**config.mk**
```make
export PLATFORM = sky130hd
export DESIGN_NAME = muldiv_sequencer
export DESIGN_NICKNAME = d
export VERILOG_FILES = /design/src/rtl/muldiv_sequencer.sv
export SDC_FILE = /design/constraint.sdc
export NUM_CORES = 1
export LEC_CHECK = 0
export CELL_PAD_IN_SITES_DETAIL_PLACEMENT = 1
export CELL_PAD_IN_SITES_GLOBAL_PLACEMENT = 1
export CORE_MARGIN = 2
export CORE_UTILIZATION = 36
export DETAILED_ROUTE_END_ITERATION = 10
export PLACE_DENSITY_LB_ADDON = 0.1
export SKIP_CTS_REPAIR_TIMING = 1
export SLEW_MARGIN = 5
export SYNTH_ARGS = -nofsm -noshare
export SYNTH_HDL_FRONTEND = slang
export SYNTH_SLANG_ARGS = --single-unit
```
**constraint.sdc**
```tcl
create_clock -name clk -period 1.8 [get_ports clk]
set_input_delay 0.36 -clock clk [delete_from_list [all_inputs] [get_ports clk]]
set_output_delay 0.36 -clock clk [all_outputs]
set_load 0.01 [all_outputs]
```
**src/rtl/muldiv_sequencer.sv**
```systemverilog
// Sequences the shared multiply/divide units and the HI/LO write for the control unit.
// Optional watchdog abort in RUN is enabled by defining MULDIV_TIMEOUT_EN.
module muldiv_sequencer #(
    parameter int TIMEOUT = 48,
    parameter int CNT_W   = 6
) (
    input  logic             clk,
    input  logic             reset,
    input  logic             req_mult,
    input  logic             req_div,
    input  logic             mult_stop,
    input  logic             div_stop,
    input  logic             div_zero,
    output logic             mult_start,
    output logic             div_start,
    output logic             hilo_select,
    output logic             hilo_write,
    output logic             busy,
    output logic             done,
    output logic             div_zero_exc,
    output logic             timeout_err,
    output logic [CNT_W-1:0] cycle_cnt
);

    if (TIMEOUT < 2 || (2 ** CNT_W) <= TIMEOUT) begin : g_param_check
        $error("muldiv_sequencer: need TIMEOUT >= 2 and 2**CNT_W > TIMEOUT");
    end

    typedef enum logic [2:0] {
        IDLE  = 3'd0,
        M_RUN = 3'd1,
        D_RUN = 3'd2,
        WRITE = 3'd3,
        DONE  = 3'd4,
        EXC   = 3'd5
    } state_t;

    state_t            state_reg, state_next;
    logic              op_reg;
    logic              first_reg;
    logic [CNT_W-1:0]  cnt_reg;
    logic [CNT_W-1:0]  cycle_cnt_reg;
    logic              run;
    logic              tmo_hit;

    assign run = (state_reg == M_RUN) || (state_reg == D_RUN);

`ifdef MULDIV_TIMEOUT_EN
    logic exc_tmo_reg;
    assign tmo_hit = (cnt_reg == CNT_W'(TIMEOUT));
`else
    assign tmo_hit = 1'b0;
`endif

    // Flags from the units are ignored in the first RUN cycle; zero beats stop.
    always_comb begin
        state_next = state_reg;
        case (state_reg)
            IDLE: begin
                if (req_mult)
                    state_next = M_RUN;
                else if (req_div)
                    state_next = D_RUN;
            end
            M_RUN: begin
                if (!first_reg && mult_stop)
                    state_next = WRITE;
                else if (tmo_hit)
                    state_next = EXC;
            end
            D_RUN: begin
                if (!first_reg && div_zero)
                    state_next = EXC;
                else if (!first_reg && div_stop)
                    state_next = WRITE;
                else if (tmo_hit)
                    state_next = EXC;
            end
            WRITE:   state_next = DONE;
            DONE:    state_next = IDLE;
            EXC:     state_next = IDLE;
            default: state_next = IDLE;
        endcase
    end

    always_ff @(posedge clk or negedge reset) begin
        if (!reset) begin
            state_reg     <= IDLE;
            op_reg        <= 1'b0;
            first_reg     <= 1'b0;
            cnt_reg       <= '0;
            cycle_cnt_reg <= '0;
`ifdef MULDIV_TIMEOUT_EN
            exc_tmo_reg   <= 1'b0;
`endif
        end else begin
            state_reg <= state_next;
            if (state_reg == IDLE && state_next != IDLE) begin
                op_reg    <= (state_next == D_RUN);
                first_reg <= 1'b1;
                cnt_reg   <= '0;
            end else if (run) begin
                first_reg <= 1'b0;
                if (cnt_reg != '1)
                    cnt_reg <= cnt_reg + 1'b1;
            end
            if (state_reg == WRITE || state_reg == EXC)
                cycle_cnt_reg <= cnt_reg;
`ifdef MULDIV_TIMEOUT_EN
            // Any EXC entry that is not a real divide-by-zero is a watchdog abort.
            if (run && state_next == EXC)
                exc_tmo_reg <= !(state_reg == D_RUN && !first_reg && div_zero);
`endif
        end
    end

    assign mult_start  = (state_reg == M_RUN) && first_reg;
    assign div_start   = (state_reg == D_RUN) && first_reg;
    assign hilo_select = op_reg;
    assign hilo_write  = (state_reg == WRITE);
    assign busy        = (state_reg != IDLE);
    assign done        = (state_reg == DONE);
    assign cycle_cnt   = cycle_cnt_reg;
`ifdef MULDIV_TIMEOUT_EN
    assign div_zero_exc = (state_reg == EXC) && !exc_tmo_reg;
    assign timeout_err  = (state_reg == EXC) && exc_tmo_reg;
`else
    assign div_zero_exc = (state_reg == EXC);
    assign timeout_err  = 1'b0;
`endif

endmodule

```
==> run summary <==
The run finished with clean final reports. The tools report the number of distinct library cell variants in the gate-level netlist after synthesis as 28. Of the total power, the clock network draws 10.1%.

The initial antenna violation count was 0. Combinational logic burns 55.3% of the power. Before antenna repair, the detailed router went through 4 iterations. The tools report the proportion of synthesized chip area in sequential cells as 49.5%. The peak clock frequency supported by timing was 579 MHz; the pre-CTS worst setup slack was 0.0873 ns. The min-delay analysis places its worst path in the category in2async. Switching part of the total power: 39.6%. End of the worst register-to-register path: cnt_reg[4]. The worst path meets setup with 0.0719 ns of slack. The launching point of the worst reg2reg path is state_reg[0]. The routability-driven placement congestion ratio is 0.831, and the number of synthesized flops with an enable pin is 0. At the worst endpoint, the arrival time is 1.37 ns. Total congestion overflow: 0. For this design the total switching power over the nets is 0.807 mW. Across the run, the number of max-cap violations was 0.

Share of layout cells above drive strength 1: 22.7%. In the synthesized netlist the dominant register cell turns out to be dfrtp_1. The number of buffers added by the clock tree synthesis step is 3.

STA classifies the critical path startpoint as a flip-flop. The count of nets left with antenna violations once routing finished came out at 0. TritonCTS built the clock tree. Dividing the detail-routed wire length by the instance count gives 14.3 um.

Final count of pins violating max slew: 0. The worst reg-to-reg setup slack is 0.11 ns. The kind of cell adding the most delay to the critical path is flip-flops.

Setup violations remaining at the end of the flow were counted as 0. Net count after synthesis: 89. Cell internal power was estimated by the tool at 1.23 mW. Detailed routing placed a total of 85 um of wire on met3.

Together, buffers and inverters on the worst path number 2. Synthesis handed over a netlist of 81 instances. The run gives 1.98 mm as the wire length reported by the detailed router.

In this run the worst setup path terminates at div_start. The post-route setup TNS was 0 ns. In the routed layout, each cell is associated on average with a via count of 5.09. The total count of hold-check failures in the final report is 0. For this run, the number of Yosys warnings is 0. CTS placed an instance of clkbuf_4 at the clock tree root. After detailed routing, no signal wire sits above met4. Area growth from synthesis to layout: 39.3%.

The die is 52.9 um tall. For the worst setup path, the data required time is 1.44 ns. Entering global routing, the biggest net connects 18 pins. Summing internal, switching and leakage power gives 2.04 mW. In this run the worst path has a maximum fanout of 6. The largest individual stage delay along the critical path comes from the cell dfrtp_2. Global routing used 16.4% of the available tracks across all layers. The run gives 0.00223 mm^2 as the core area. In this run, flip-flops and latches consume 34.5% of the power. Detailed routing inserted a total of 703 vias. For the final database, setup skew stands at 0.00981 ns.

The final layout contains 119 nets. The minimum period implied by the final worst setup slack works out to 1.73 ns. The synthesized area per cell came out at 10.6 um^2.

The most common cell in the synthesized netlist is dfrtp_1. The summed instance area of the synthesized netlist came out at 860 um^2. The critical path goes through buf_4 > nor4b_1 > dlymetal6s2s_1. For this run, asynchronously set or reset flops after synthesis account for 100%. Number of design rule violations left after detail routing: 0.

The depth of the most critical reg-to-reg path works out to 6. The tools report the starting density of the core as 38.5%. For this design the static power due to leakage is 0.596 nW. The worst-case IR drop observed on VDD is 923 uV.

After the first detailed-routing iteration, the DRC count stood at 6. The tree built by TritonCTS fans out to 17 sinks. The wire length on met2 is 919 um, and the count of buffers from port buffering is 19.

The clock edge transition at the registers on the reported setup and hold paths is 0.10 ns, and the power per cell area is 1700 mW/mm^2. The number of antenna repair diodes is 0, and the number of H-tree branching levels is 1. For the maximum root-to-sink buffer count, the log shows 2. In this run the biggest area consumer among cell types represents 49.5% of the synthesized area. The tools report the via count of the first global-routing pass as 660.

The die covers 0.00279 mm^2. The instance count on the critical path was 3. The worst setup path is of the reg2out kind.

Summing all placed instances gives a cell area of 0.00112 mm^2. The wire length of the first global-routing pass is 3.20 mm, and the die extent in x is 52.9 um. Tracing the worst setup path back leads to its startpoint at state_reg[2]. The wire length on met1 was 955 um; the post-route clock period utilization was 96.0%. After synthesis, the most frequently instantiated cells are 17 x dfrtp_1, 8 x nor2_1, 7 x nand2_1, 6 x mux2_2, 5 x o21ai_0. The insertion delay of the later-clocked pin in the worst-skew pair is 0.29 ns, and the flop and latch count out of synthesis is 17. Yosys attributes the largest share of cell area to dfrtp_1 49%, mux2_2 7.9%, nor2_1 3.5%.

The number of ports placed on the die boundary is 21, and the largest incremental delay on the critical path is 0.46 ns. Row generation in the floorplan step produced 17 rows. Endpoint type of the worst setup path: an output pin.

Of all cell types, the one taking the most synthesized area is dfrtp_1. The final cell area excluding filler cells came out at 0.00120 mm^2. The half-perimeter wire length of the detailed placement result is 1.45 mm, and the final core utilization is 53.6%.
==> power by group through the flow <==
stage	combinational, mW	sequential (mW)	clock, mW
after floorplan	0.615	0.674	0
after CTS	1.10	0.680	0.216
final	1.13	0.703	0.206
after detailed placement	1.09	0.690	0
after global placement	1.07	0.669	0
after global routing	1.24	0.733	0.231
==> worst min-delay path by stage <==
| stage | slack [ns] | cells after the start | end |
|---|---|---|---|
| 2_1_floorplan | 0.06 | 0 | cnt_reg[0] |
| 3_3_place_gp | 0.49 | 1 | cycle_cnt[5] |
| 3_5_place_dp | 0.50 | 1 | cycle_cnt[2] |
| 4_1_cts | 0.38 | 2 | cycle_cnt[5] |
| 5_1_grt | 0.39 | 2 | cycle_cnt[5] |
| 6_report | 0.38 | 2 | cycle_cnt[5] |
==> kinds of logic after synthesis <==
group                      count (synthesis)  share of synthesized area [%]
other                                      1                          0.436
AOI/OAI and AO/OA                         16                           14.0
muxes                                      7                           9.02
and+or+nand+nor                           30                           19.5
buffers and inverters                      6                           3.06
DFF                                       17                           49.5
adders and majority gates                  1                           1.46
xor gates and xnor gates                   3                           3.06
==> metal layers <==
| layer | global-route usage [%] | vias up |
|---|---|---|
| met1 | 23.7 | 341 |
| met5 | 0 | - |
| met4 | 5.13 | 0 |
| met3 | 6.21 | 2 |
| li1 | - | 347 |
| met2 | 22.3 | 13 |
==> placed cells by master (no fill, tap or decap) <==
| cell type | n |
|---|---|
| a211oi_1 | 3 |
| a21o_1 | 1 |
| a21oi_1 | 3 |
| a311oi_1 | 2 |
| a311oi_4 | 1 |
| a31oi_1 | 1 |
| and3_1 | 1 |
| and3b_1 | 3 |
| buf_4 | 10 |
| clkbuf_1 | 1 |
| clkbuf_4 | 3 |
| clkdlybuf4s50_1 | 13 |
| conb_1 | 1 |
| dfrtp_1 | 14 |
| dfrtp_2 | 3 |
| dlymetal6s2s_1 | 6 |
| ha_1 | 1 |
| inv_1 | 2 |
| mux2_2 | 6 |
| mux2i_1 | 1 |
| nand2_1 | 7 |
| nand3_1 | 1 |
| nand4b_1 | 1 |
| nor2_1 | 8 |
| nor2b_1 | 1 |
| nor3_1 | 3 |
| nor3_4 | 1 |
| nor3b_1 | 2 |
| nor4b_1 | 1 |
| nor4b_2 | 1 |
| o21ai_0 | 5 |
| xnor2_1 | 2 |
| xor2_1 | 1 |
==> cell type report <==
cell class              count  area, um^2
flip-flops and latches     17         429
well taps                  28        35.0
inverters                   2        7.51
fillers                   247        1040
multi-input cells          58         419
clock buffers               4        26.3
repair buffers             29         280
==> metrics by stage <==
step / hold slack, ns / std cells
after floorplan: 0.0644 / 81
after global placement: 0.488 / 131
after detailed placement: 0.497 / 131
after CTS: 0.383 / 135
after global routing: 0.389 / 138
final: 0.377 / 138
(Power assumes the default switching activity.)
